**src/rtl/sram_arbiter_pkg.sv**
```systemverilog
// sram_arbiter_pkg: shared arbitration mode constants and index helpers
package sram_arbiter_pkg;
  localparam int ARB_FIXED = 0;
  localparam int ARB_RR    = 1;
  function automatic int wrap_add(int a, int b, int n);
    return (a + b) % n;
  endfunction
endpackage

```
**src/rtl/rr_arbiter.sv**
```systemverilog
// rr_arbiter: per-cycle fixed-priority or round-robin grant with lock support
module rr_arbiter
  import sram_arbiter_pkg::*;
#(
  parameter int N    = 4,
  parameter int MODE = ARB_RR,
  localparam int IW  = $clog2(N)
) (
  input  logic          clk,
  input  logic          rst,
  input  logic [N-1:0]  i_req,
  input  logic [N-1:0]  i_lock,
  output logic [N-1:0]  o_gnt,
  output logic [IW-1:0] o_idx,
  output logic          o_valid
);
  logic [IW-1:0] r_ptr;
  logic [IW-1:0] r_lock_owner;
  logic          r_lock_valid;
  logic          w_lock_hit;
  logic [IW-1:0] w_base;
  logic [IW-1:0] w_idx;
  assign w_lock_hit = r_lock_valid && i_req[r_lock_owner];
  assign w_base     = (MODE == ARB_FIXED) ? '0 : r_ptr;
  assign o_valid    = !rst && (|i_req);
  assign o_idx      = w_idx;
  assign o_gnt      = o_valid ? (N'(1) << w_idx) : '0;
  // Scan downward from the lowest-priority slot so the highest-priority requester is written last
  always_comb begin
    w_idx = '0;
    for (int i = N - 1; i >= 0; i--)
      if (i_req[IW'(wrap_add(int'(w_base), i, N))]) w_idx = IW'(wrap_add(int'(w_base), i, N));
    if (w_lock_hit) w_idx = r_lock_owner;
  end
  // Advance the pointer past every winner; a lock drops as soon as its owner stops requesting
  always_ff @(posedge clk) begin
    if (rst) begin
      r_ptr        <= '0;
      r_lock_valid <= 1'b0;
      r_lock_owner <= '0;
    end else if (o_valid) begin
      r_ptr        <= IW'(wrap_add(int'(w_idx), 1, N));
      r_lock_valid <= i_lock[w_idx];
      r_lock_owner <= w_idx;
    end else if (r_lock_valid && !i_req[r_lock_owner]) begin
      r_lock_valid <= 1'b0;
    end
  end
endmodule

```
**src/rtl/sram_arbiter.sv**
```systemverilog
// sram_arbiter: shares one synchronous SRAM among N masters with one-cycle read return
module sram_arbiter
  import sram_arbiter_pkg::*;
#(
  parameter int N_MASTERS = 4,
  parameter int ADDR_W    = 32,
  parameter int DATA_W    = 32,
  parameter int ARB_MODE  = ARB_RR,
  localparam int SEL_W    = DATA_W / 8,
  localparam int IW       = $clog2(N_MASTERS)
) (
  input  logic                          clk,
  input  logic                          rst,
  input  logic [N_MASTERS-1:0]          m_ce_i,
  input  logic [N_MASTERS-1:0]          m_we_i,
  input  logic [N_MASTERS-1:0]          m_lock_i,
  input  logic [N_MASTERS*ADDR_W-1:0]   m_addr_i,
  input  logic [N_MASTERS*SEL_W-1:0]    m_sel_i,
  input  logic [N_MASTERS*DATA_W-1:0]   m_data_i,
  output logic [N_MASTERS-1:0]          m_ack_o,
  output logic [N_MASTERS-1:0]          m_rvalid_o,
  output logic [DATA_W-1:0]             m_data_o,
  output logic                          sram_ce_o,
  output logic                          sram_we_o,
  output logic [ADDR_W-1:0]             sram_addr_o,
  output logic [SEL_W-1:0]              sram_sel_o,
  output logic [DATA_W-1:0]             sram_data_o,
  input  logic [DATA_W-1:0]             sram_data_i
);
  logic [N_MASTERS-1:0] w_gnt;
  logic [IW-1:0]        w_idx;
  logic                 w_valid;
  logic [N_MASTERS-1:0] r_rvalid;
  rr_arbiter #(.N(N_MASTERS), .MODE(ARB_MODE)) u_arb (
    .clk    (clk),
    .rst    (rst),
    .i_req  (m_ce_i),
    .i_lock (m_lock_i),
    .o_gnt  (w_gnt),
    .o_idx  (w_idx),
    .o_valid(w_valid)
  );
  assign m_ack_o     = w_gnt;
  assign sram_ce_o   = w_valid;
  assign sram_we_o   = w_valid && m_we_i[w_idx];
  assign sram_addr_o = w_valid ? m_addr_i[w_idx*ADDR_W +: ADDR_W] : '0;
  assign sram_sel_o  = w_valid ? m_sel_i[w_idx*SEL_W +: SEL_W] : '0;
  assign sram_data_o = w_valid ? m_data_i[w_idx*DATA_W +: DATA_W] : '0;
  assign m_data_o    = sram_data_i;
  assign m_rvalid_o  = rst ? '0 : r_rvalid;
  // Remember which master issued a read so its strobe lines up with the SRAM's one-cycle latency
  always_ff @(posedge clk) begin
    r_rvalid <= (rst || !w_valid || m_we_i[w_idx]) ? '0 : w_gnt;
  end
endmodule

```
**config.mk**
```make
export PLATFORM = sky130hd
export DESIGN_NAME = sram_arbiter
export DESIGN_NICKNAME = d
export VERILOG_FILES = /design/src/rtl/sram_arbiter_pkg.sv /design/src/rtl/rr_arbiter.sv /design/src/rtl/sram_arbiter.sv
export SDC_FILE = /design/constraint.sdc
export NUM_CORES = 1
export LEC_CHECK = 0
export ABC_AREA = 1
export CAP_MARGIN = 20
export CORE_AREA = 2 2 165 167
export CTS_CLUSTER_DIAMETER = 50
export DETAILED_ROUTE_END_ITERATION = 6
export DIE_AREA = 0 0 167 169
export HOLD_SLACK_MARGIN = 0.02
export SLEW_MARGIN = 20
export SYNTH_ARGS = -nofsm -noshare
export SYNTH_HDL_FRONTEND = slang
export SYNTH_SLANG_ARGS = --single-unit
```
**constraint.sdc**
```tcl
create_clock -name clk -period 2.9 [get_ports clk]
set_clock_uncertainty 0.2 [all_clocks]
set_input_delay 0.58 -clock clk [delete_from_list [all_inputs] [get_ports clk]]
set_output_delay 0.58 -clock clk [all_outputs]
set_load 0.01 [all_outputs]
```
## Word level (Yosys, flattened, before mapping)

Index checks and enable logic that the tools add are counted.

- $lt $le $gt $ge: 6
- $add $sub $neg: 4
- Multiplexer cells: 30
- Reductions and logical operators: 11
- Shifts and indexed selects: 4

Operators with widths:

| operator | count |
|---|---|
| indexed part select 128 x 8 -> 32 bit | 2 |
| 2-to-1 mux 32 bit | 2 |
| less-than comparator 2 x 4 -> 1 bit (second input constant) | 4 |
| indexed part select 16 x 5 -> 4 bit | 1 |
| binary-select mux 1 bit (select 2 bit) | 7 |
| 2-to-1 mux 1 bit | 13 |
| 2-to-1 mux 4 bit | 3 |
| 2-to-1 mux 2 bit | 5 |
| less-than comparator 2 x 3 -> 1 bit (second input constant) | 2 |
| adder 2 x 1 -> 2 bit (second input constant) | 2 |
| adder 2 bit (second input constant) | 2 |
| logical AND 1 bit | 4 |
| OR reduction 4 bit | 1 |
| left shift 1 x 2 -> 4 bit (first input constant) | 1 |
| zero test 1 bit | 3 |
| logical OR 1 bit | 2 |
| nonzero test 2 bit | 1 |

- Register bits after elaboration: 9
- Bits of input ports: 318
- Logic and storage cells: 59
- Output and inout port bits: 110

## Longest topological paths before layout

Gate-level depths: netlist of run 1.

- Depth after elaboration: 12
- Depth in mapped cells: 16
- Depth with buffers taken out: 14

## Cells and area by module

From an unflattened synthesis of run 1, not the netlist that was laid out.

- Cell total of the unflattened synthesis: 894
- Area total of the unflattened synthesis: 3,996.3 um^2

Modules (own cells, without submodules):

| module | times used | seq. area each (um^2) | area each (um^2) | cells an instance |
|---|---|---|---|---|
| sram_arbiter | 1 | 80.1 | 3,419.5 | 797 |
| rr_arbiter | 1 | 100.1 | 576.8 | 97 |

## Worst setup path after synthesis of run 1

OpenSTA, ideal clock, no wires.

- Path kind: input port to output port
- From: input port m_ce_i[1]
- To: output port m_ack_o[2]
- Path slack: 0.164 ns
- Cell stages on the path: 13
- Data required time: 2.120 ns
- Arrival: 1.956 ns
- Cells stage by stage: inv_1 -> a21oi_1 -> o21ai_1 -> nand2_1 -> nand2_2 -> or2_1 -> buf_4 -> nand2_4 -> buf_6 -> buf_6 -> ha_1 -> nand2_1 -> inv_1

- Word-level cells in the longest chain between the ends: 10
- Elaborated cells on any way between the ends: 24
- Classes of those cells: shift: 1; mux: 20; reduce/logical: 3

RTL lines:

| element | RTL line | RTL |
|---|---|---|
| start, declared | sram_arbiter.sv:14 | `input logic [N_MASTERS-1:0] m_ce_i,` |
| binary-select mux 1 bit (select 2 bit) | rr_arbiter.sv:32 | `if (i_req[IW'(wrap_add(int'(w_base), i, N))]) w_idx = IW'(wrap_add(int'(w_base), i, N));` |
| 2-to-1 mux 1 bit (implied by the code) (2 in a row) | rr_arbiter.sv:32 |  |
| 2-to-1 mux 2 bit (4 in a row) | rr_arbiter.sv:32 |  |
| 2-to-1 mux 2 bit | rr_arbiter.sv:33 | `if (w_lock_hit) w_idx = r_lock_owner;` |
| left shift 1 x 2 -> 4 bit | rr_arbiter.sv:27 | `assign o_gnt = o_valid ? (N'(1) << w_idx) : '0;` |
| 2-to-1 mux 4 bit (*) | rr_arbiter.sv:27 |  |
| end, declared | sram_arbiter.sv:20 | `output logic [N_MASTERS-1:0] m_ack_o,` |

Mark *: on every way between the ends. The rest lies on a longest branch, timed or not. The select of a mux whose other input is x is not followed.

## Worst setup path in the final report of run 1

- From: input port m_ce_i[3]
- To: output port sram_addr_o[6]

- Word-level cells in the longest chain between the ends: 10
- Elaborated cells on any way between the ends: 24
- Classes of those cells: shift: 1; mux: 20; reduce/logical: 3

RTL lines:

| element | RTL line | RTL |
|---|---|---|
| binary-select mux 1 bit (select 2 bit) | rr_arbiter.sv:32 |  |
| 2-to-1 mux 1 bit (implied by the code) (2 in a row) | rr_arbiter.sv:32 |  |
| 2-to-1 mux 2 bit (4 in a row) | rr_arbiter.sv:32 |  |
| 2-to-1 mux 2 bit | rr_arbiter.sv:33 |  |
| indexed part select 128 x 8 -> 32 bit | sram_arbiter.sv:46 | `assign sram_addr_o = w_valid ? m_addr_i[w_idx*ADDR_W +: ADDR_W] : '0;` |
| 2-to-1 mux 32 bit (*) | sram_arbiter.sv:46 |  |
| end, declared | sram_arbiter.sv:25 | `output logic [ADDR_W-1:0] sram_addr_o,` |

Marks and branches as above.

==> results.yml, run 1 <==
critical_path:
  setup.worst_path.start_class: "input port"
  worst-path-max-fanout: 8
  worstPathArrival_ps: 2340
  slowest_delay_ps: 190
  critPathBufInv: 7
  crit_top_cell: "nand2_2"
  worst_path_max_delay_cell: "buf_6"
  critPathKind: "in -> out"
  crit_chain: "buf_8 > inv_6 > nand2_2 > nand3_4 > nand2_2 > inv_2 > nand2_2 > nand2_2 > nand3_4 > buf_6 > buf_12 > nand3b_1 > nand3_1 > a21oi_2 > buf_4 > buf_2"
  path_delay_family: "buffers and inverters"
  r2r_cells: 21
  critPathLaunch: "m_ce_i[3]"
  crit_cells: 16
  rr_startpoint: "u_arb.r_ptr[0]$_SDFFE_PP0P_"
  end_kind: "primary output"
  cp_data_required_time_ps: 2120
cts:
  clkLatencyLatePin_ps: 230
  cts_buffer_depth: 2
  h-tree-depth: 1
  clk_pin_slew_ps: 40
  holdBufCountCts: 0
  cts_buffers: 3
  clkSinkCount: 9
  cts_tree: "built"
  cts-root-buf: "clkbuf_16"
floorplanning:
  start_util_pct: 17.4
  dieArea_sq_mm: 0.0282
  die_h_um: 169
  io_pins: 428
  core_area_sq_mm: 0.0265
  row_count: 60
  dieWidth_um: 167
placed_design:
  placed_area_sq_mm: 0.00868
  io_buffers: 363
  dp_cells: 1578
  hpwl_mm: 18.5
  gp_congestion: 0.860
min_path:
  hold_class: "reg -> reg"
  hp-start: "u_arb.r_lock_owner[0]$_SDFFE_PP0P_"
  min_path_cells: 3
power_and_ir_drop:
  p_int_mw: 5.67
  ir_drop_mv: 0.472
  switching_share_pct: 49.4
  seqPwrFrac_pct: 2.0
  p_leak_nw: 5.43
  power_density_mw_per_mm2: 1040
  clkPwrFrac_pct: 2.2
  switching_power_mw: 5.54
  comb_power_share_pct: 95.8
run_status:
  violations: "negative setup slack"
  status: "finished with violations"
finish:
  syn2layout_area_growth_pct: 135
  final_area_sq_mm: 0.0108
  finalNonFillerCells: 1658
  drive_above_1_share_pct: 33.0
  layout.nets: 1640
  final_core_util_pct: 40.8
  n_antenna_cell: 0
synthesis:
  synth_area_leader_cell: "nand3_1"
  synthArstFlopShare_pct: 0
  ys_dominant_reg_cell: "dfxtp_1"
  synth_top_area_share_pct: 23.8
  synth_cell_types: 23
  yosysSeqAreaShare_pct: 3.91
  yosys_warnings: 0
  syn_area_sq_mm: 0.00461
  syn_avg_cell_area_sq_um: 5.03
  synth-edff-count: 0
  netlist_top_cells_area: "nand3_1 (24%), inv_1 (19%), nand2_1 (15%)"
  ys_seq_elements: 9
  ys_top_cells_by_count: "inv_1 (229), nand3_1 (219), nand2_1 (182), a21oi_1 (72), nand3b_1 (71)"
  yosysMostFrequentCell: "inv_1"
  syn-num-nets: 1237
  synthCells: 915
sta:
  rsz0062_at_grt: "true"
  tightest_slew_ps: 283
  max-slew-margin-rel_pct: 81.2
  fin_crit_ps: 3120
  setup_viol: 73
  slew_violations: 0
  fmax_mhz: 321
  setup_ws_ps: -219
  fin_crit_sh_pct: 108
  finalHoldViolCount: 0
drt:
  firstDrtPassIters: 5
  drt-total-wl_mm: 29.5
  ant_nets: 0
  vias: 7578
  drc: 0
  routed_via_density: 4.57
  drt-initial-drc-count: 412
  wire_per_inst_um: 17.8
grt:
  grt_pass1_wl_mm: 40.7
  grtUsageTotal_pct: 18.2
  gr-total-overflow: 0
  antenna_found_initial: 0
  grt_max_degree: 55
  grt_pass1_vias: 7319
run:
  max_cap_violations: 0
==> cell usage in the layout, fill, tap and decap left out, types with 2 or more instances in the layout <==
cell             Yosys  routed
inv_2                4       6
clkbuf_16            0      11
inv_6                0       2
nor2_1              12       7
buf_4               35      50
nand2_4              1      13
nand3_4              1       7
nand2_2              1      44
clkdlybuf4s50_1      0     286
ha_1                 4       2
nor2_2               0       4
nand3b_1            71      71
nand2_1            182     126
buf_6               19      27
a21oi_2              0      49
nand3_1            219     134
buf_2               31      67
a21oi_1             72      22
inv_8                0       2
nand3_2              0      79
ha_4                 0       2
buf_8                0      10
inv_1              229     222
buf_16               0      22
o211ai_1             3       3
buf_12               0      29
dfxtp_4              0       2
dfxtp_1              9       6
==> layout make-up <==
cell class | instances | area [sq um]
Clock buffer | 4 | 78.8
Fill cell | 2726 | 15700
Inverter | 233 | 902
Multi-Input combinational cell | 572 | 3800
Sequential cell | 9 | 189
Tap cell | 341 | 427
Timing Repair Buffer | 499 | 5410
==> cell families after synthesis <==
kind of cell | count (synthesis) | share of synthesized area (%)
AOI/OAI and AO/OA | 79 | 8.80
adders and majority gates | 4 | 1.09
buffers and inverters | 334 | 34.0
DFF | 9 | 3.91
and+or+nand+nor | 489 | 52.2
==> final timing paths <==
kind / endpoint / slack, ps
max: sram_addr_o[6] / -220
min: u_arb.r_lock_owner[0]$_SDFFE_PP0P_ / 470
max reg2reg: r_rvalid[0]$_SDFF_PP0_ / 50
min reg2reg: u_arb.r_lock_owner[0]$_SDFFE_PP0P_ / 470
==> repair_timing <==
item | 4_1_cts | 5_1_grt
setup endpoints to repair | 75 | 77
cloned | 19 | 8
buffers inserted | 46 | 7
resized for setup | 517 | 124
pin swaps | 69 | 60
==> metal layers <==
| layer | track usage (%) | vias up | wire length, um |
|---|---|---|---|
| li1 | - | 3625 | - |
| met1 | 22.0 | 3492 | 11700 |
| met2 | 33.6 | 395 | 14900 |
| met3 | 2.69 | 66 | 2000 |
| met4 | 4.95 | 0 | 944 |
| met5 | 0 | - | 0 |
==> registers in the layout, summed over array words and instances (netlist names) <==
register / count
u_arb.r_lock_owner: 2
r_rvalid: 4
u_arb.r_ptr: 2
u_arb.r_lock_valid: 1
==> worst register-to-register path: cells and delay by family (launching register included) <==
| family | cells | cell delay (ps) |
|---|---|---|
| flip-flops | 1 | 420 |
| buffers and inverters | 10 | 1130 |
| AND/OR/NAND/NOR | 11 | 1030 |
==> power groups by stage <==
stage / sequential (mW) / combinational, mW / clock [mW]
after floorplan: 0.188 / 3.85 / 0
after global placement: 0.199 / 6.88 / 0
after detailed placement: 0.199 / 6.89 / 0
after CTS: 0.208 / 9.59 / 0.248
after global routing: 0.230 / 11.4 / 0.259
final: 0.226 / 10.7 / 0.245
==> stage by stage <==
| stage | hold WS (ps) | setup WS, ps | power [mW] | setup TNS [ps] |
|---|---|---|---|---|
| floorplan | 293 | 164 | 4.04 | 0 |
| global placement | 432 | -1110 | 7.08 | -73660 |
| detailed placement | 427 | -1090 | 7.09 | -73040 |
| CTS | 472 | -175 | 10.1 | -8580 |
| global route | 487 | -275 | 11.9 | -17170 |
| finish | 468 | -219 | 11.2 | -10430 |
Note: power is estimated with default switching activity, not from simulation.
==> run 2, diff against run 1 <==
SKIP_CTS_REPAIR_TIMING = 1   (was unset)
==> results.yml, run 2 (same netlist as run 1, synthesis figures left out) <==
critical_path:
  r2r_slack_ps: 500
  slowest_delay_ps: 190
  path_delay_family: "buffers and inverters"
  worst-path-max-fanout: 32
  worstPathArrival_ps: 2350
  critPathKind: "in -> out"
  crit_chain: "buf_2 > inv_2 > nand2_4 > nand3_4 > nand2_2 > nand3_2 > nand2_2 > nand2_2 > nand3_4 > buf_4 > buf_12 > buf_8 > nand3_1 > nand3_1 > a21oi_2 > clkbuf_2"
  crit_top_cell: "nand2_2"
  rr_startpoint: "u_arb.r_ptr[0]$_SDFFE_PP0P_"
  setup.worst_path.start_class: "input port"
  critPathBufInv: 6
  worst_path_max_delay_cell: "buf_4"
  r2r_cells: 15
  r2r-end: "r_rvalid[2]$_SDFF_PP0_"
  cp_data_required_time_ps: 2120
  end_kind: "primary output"
grt:
  grt_pass1_vias: 6483
  grt_max_degree: 60
  grt_pass1_wl_mm: 34.6
  gr-total-overflow: 0
  antenna_found_initial: 0
  grtUsageTotal_pct: 15.1
drt:
  vias: 7281
  drt-total-wl_mm: 27.2
  ant_nets: 0
  firstDrtPassIters: 5
  drc: 0
  wire_per_inst_um: 16.9
  drt-initial-drc-count: 457
  routed_via_density: 4.51
cts:
  clkLatencyLatePin_ps: 230
  cts_buffers: 3
  clk_pin_slew_ps: 40
  cts_tree: "built"
  cts-root-buf: "clkbuf_16"
  cts_buffer_depth: 2
  h-tree-depth: 1
  clkSinkCount: 9
sta:
  setup_tns_ps: -9550
  whs_ps: 472
  setup_ws_ps: -227
  finalHoldViolCount: 0
  fmax_mhz: 320
  rsz0062_at_grt: "true"
  slew_violations: 0
  fin_crit_ps: 3130
  max-slew-margin-rel_pct: 79.5
  setup_viol: 73
  fin_crit_sh_pct: 108
  tightest_slew_ps: 308
placed_design:
  dp_slack_ps: -1090
  dp_cells: 1578
  placed_area_sq_mm: 0.00868
  io_buffers: 363
  hpwl_mm: 18.5
  gp_congestion: 0.860
min_path:
  hold_class: "reg -> reg"
  min_path_cells: 3
  hold_path_end: "u_arb.r_lock_owner[1]$_SDFFE_PP0P_"
  hp-start: "u_arb.r_lock_owner[1]$_SDFFE_PP0P_"
floorplanning:
  io_pins: 428
  die_h_um: 169
  dieWidth_um: 167
  dieArea_sq_mm: 0.0282
  core_area_sq_mm: 0.0265
  start_util_pct: 17.4
  row_count: 60
run_status:
  status: "finished with violations"
  violations: "negative setup slack"
power_and_ir_drop:
  ir_drop_mv: 0.516
  design_power_total_mw: 9.01
  power_density_mw_per_mm2: 939
  p_leak_nw: 4.98
finish:
  num-fill-cells: 2853
  reg_top3: "r_rvalid: 4 flops, u_arb.r_lock_owner: 2 flops, u_arb.r_ptr: 2 flops"
  largest_reg_flops: 4
  syn2layout_area_growth_pct: 108
  final_core_util_pct: 36.2
  n_antenna_cell: 0
  drive_above_1_share_pct: 23.4
  top_register: "r_rvalid"
  final_cell_mix: "clkdlybuf4s50_1 (286), inv_1 (221), nand3_1 (180), nand2_1 (152), nand3b_1 (71)"
  final_area_sq_mm: 0.00960
  final_common_cell: "clkdlybuf4s50_1"
  finalNonFillerCells: 1613
  layout.nets: 1595
run:
  max_cap_violations: 0
[run 2: cell types whose count changed in the layout (fill, tap and decap cells not counted), moves of 10 or more]
cell	change
a21oi_1	+10
buf_16	-19
buf_2	-14
buf_6	-16
clkbuf_2	+10
nand2_1	+26
nand2_2	-19
nand3_1	+46
nand3_2	-45
[run 2: cell type report]
type | instances | area (sq um) | share of cell area [%]
Clock buffer | 4 | 78.8 | 0.821
Inverter | 233 | 892 | 9.29
Multi-Input combinational cell | 572 | 3400 | 35.4
Sequential cell | 9 | 188 | 1.95
Tap cell | 341 | 427 | 4.44
Timing Repair Buffer | 454 | 4620 | 48.1
[run 2: worst reg2reg max path, delay by kind of cell (launching register included)]
kind          cells  cell delay (ps)
buf+inv           4              530
flops             1              430
simple gates     11             1170
[run 2: worst max path at each step]
stage,start,to,depth (start not counted)
after floorplan,m_ce_i[1],m_ack_o[2],13
after global placement,m_ce_i[0],sram_addr_o[6],14
after detailed placement,m_ce_i[3],sram_addr_o[6],15
after CTS,m_ce_i[3],sram_addr_o[6],15
after global routing,m_ce_i[0],sram_addr_o[8],16
final,m_ce_i[0],sram_addr_o[8],16
[run 2: metal layers]
metal,vias to the layer above,routed length [um],global-route usage (%)
met5,-,0,0
met4,0,697,2.55
met3,44,2140,2.50
met2,398,13300,26.6
met1,3322,11100,19.6
li1,3517,-,-
[run 2: power breakdown]
part	switching, mW	internal [mW]
combinational	4.65	3.90
clock	0.0610	0.184
sequential	0.0476	0.171
==> run 3, diff against run 2 <==
PLACE_DENSITY_LB_ADDON = 0.3   (was unset)
==> results.yml, run 3 (same netlist as run 1, synthesis figures left out) <==
run_status:
  status: "finished with violations"
  violations: "negative setup slack"
cts:
  cts_tree: "built"
  clk_pin_slew_ps: 40
  cts_buffers: 3
  clkLatencyLatePin_ps: 240
  cts_buffer_depth: 2
  clkSinkCount: 9
  h-tree-depth: 1
  cts-root-buf: "clkbuf_16"
finish:
  final_cell_mix: "clkdlybuf4s50_1 (286), inv_1 (222), nand3_1 (160), nand2_1 (151), nand3b_1 (71)"
  final_common_cell: "clkdlybuf4s50_1"
  n_antenna_cell: 0
  largest_reg_flops: 4
  reg_top3: "r_rvalid: 4 flops, u_arb.r_lock_owner: 2 flops, u_arb.r_ptr: 2 flops"
  top_register: "r_rvalid"
  regArea_sq_um: 185
  syn2layout_area_growth_pct: 124
  final_core_util_pct: 38.9
  drive_above_1_share_pct: 28.3
  layout.nets: 1642
  num-fill-cells: 2862
  multi_input_area_sq_mm: 0.00357
  final_area_sq_mm: 0.0103
sta:
  tightest_slew_ps: 280
  fin_crit_ps: 3170
  rsz0062_at_grt: "true"
  max-slew-margin-rel_pct: 81.3
  fmax_mhz: 315
  fin_crit_sh_pct: 109
  slew_violations: 0
  finalHoldViolCount: 0
  setup_viol: 73
  setup_ws_ps: -273
grt:
  grt_max_degree: 68
  gr-total-overflow: 0
  grt_pass1_wl_mm: 36.0
  antenna_found_initial: 0
  grtUsageTotal_pct: 15.8
  grt_pass1_vias: 6615
placed_design:
  hpwl_mm: 18.8
  gp_congestion: 0.854
  dp_slack_ps: -1190
  io_buffers: 363
  placed_area_sq_mm: 0.00872
floorplanning:
  die_h_um: 169
  core_area_sq_mm: 0.0265
  io_pins: 428
  row_count: 60
  dieWidth_um: 167
  dieArea_sq_mm: 0.0282
  start_util_pct: 17.4
drt:
  drt-total-wl_mm: 30.6
  drt-initial-drc-count: 440
  ant_nets: 0
  routed_via_density: 4.44
  firstDrtPassIters: 5
  vias: 7369
  drc: 0
  wire_per_inst_um: 18.4
critical_path:
  worst_path_max_delay_cell: "dfxtp_2"
  worstPathArrival_ps: 2390
  end_kind: "primary output"
  worst-path-max-fanout: 5
  cp_data_required_time_ps: 2120
  r2r_cells: 16
  critPathKind: "reg -> out"
  crit_chain: "inv_4 > nand2_2 > nand2_2 > nand2_4 > nand3_2 > o21ai_2 > nand2_2 > a21boi_4 > buf_12 > buf_8 > clkbuf_16 > nand3_1 > a21oi_2 > clkbuf_2"
  crit_top_cell: "nand2_2"
  rr_startpoint: "u_arb.r_ptr[0]$_SDFFE_PP0P_"
  setup.worst_path.start_class: "register"
  r2r-end: "r_rvalid[3]$_SDFF_PP0_"
  slowest_delay_ps: 410
  r2r_slack_ps: 430
power_and_ir_drop:
  p_leak_nw: 5.27
  power_density_mw_per_mm2: 1050
  ir_drop_mv: 0.434
min_path:
  min_path_cells: 3
  hold_path_end: "u_arb.r_ptr[1]$_SDFFE_PP0P_"
  hp-start: "u_arb.r_ptr[1]$_SDFFE_PP0P_"
  hold_class: "reg -> reg"
run:
  max_cap_violations: 0
run 3: cell types whose count changed in the layout (fill, tap and decap cells not counted), moves of 6 or more:
cell | before | now
nand3_2 | 34 | 47
nand3_1 | 180 | 160
buf_8 | 6 | 15
nand3_4 | 6 | 13
buf_2 | 53 | 63
dlymetal6s2s_1 | 6 | 0
clkbuf_16 | 15 | 21
buf_6 | 11 | 31
buf_4 | 46 | 56
run 3: area by class of cell:
type	instances	area share (%)
repair buffers	501	50.1
multi-input cells	572	34.6
inverters	233	8.64
well taps	341	4.13
flip-flops and latches	9	1.79
clock buffers	4	0.764
run 3: worst max-delay path: cells and delay by family (launching register included):
kind	cells	cell delay [ps]
AOI/OAI and AO/OA	3	530
buffers and inverters	5	650
DFF	1	410
and+or+nand+nor	6	570
run 3: layer usage:
metal | routed length, um | GRT usage [%] | vias up
met5 | 0 | 0 | -
met4 | 827 | 3.79 | 0
met3 | 1990 | 3.04 | 49
met2 | 15400 | 28.5 | 329
met1 | 12400 | 19.3 | 3364
li1 | - | - | 3627
run 3: metrics by stage:
| step | hold WS, ps | cells | TNS, ps | total power, mW |
|---|---|---|---|---|
| 5_1_grt | 516 | 1660 | -20490 | 11.5 |
| 3_5_place_dp | 451 | 1589 | -71900 | 7.16 |
| 2_1_floorplan | 293 | 915 | 0 | 4.04 |
| 3_3_place_gp | 443 | 1589 | -72820 | 7.16 |
| 6_report | 485 | 1660 | -12360 | 10.8 |
| 4_1_cts | 462 | 1593 | -72940 | 7.45 |
run 3: how the worst max path moves through the flow:
stage / start / end
after floorplan: m_ce_i[1] / m_ack_o[2]
after global placement: m_ce_i[1] / sram_data_o[11]
after detailed placement: m_ce_i[3] / sram_data_o[11]
after CTS: m_ce_i[3] / sram_data_o[11]
after global routing: u_arb.r_ptr[1]$_SDFFE_PP0P_ / sram_data_o[9]
final: u_arb.r_ptr[1]$_SDFFE_PP0P_ / sram_data_o[9]
run 3: power by group:
| part | internal, mW | leakage, nW | switching, mW |
|---|---|---|---|
| Clock | 0.184 | 0.0382 | 0.0620 |
| Combinational | 4.98 | 5.16 | 5.36 |
| Sequential | 0.169 | 0.0748 | 0.0492 |
| Total | 5.33 | 5.27 | 5.47 |
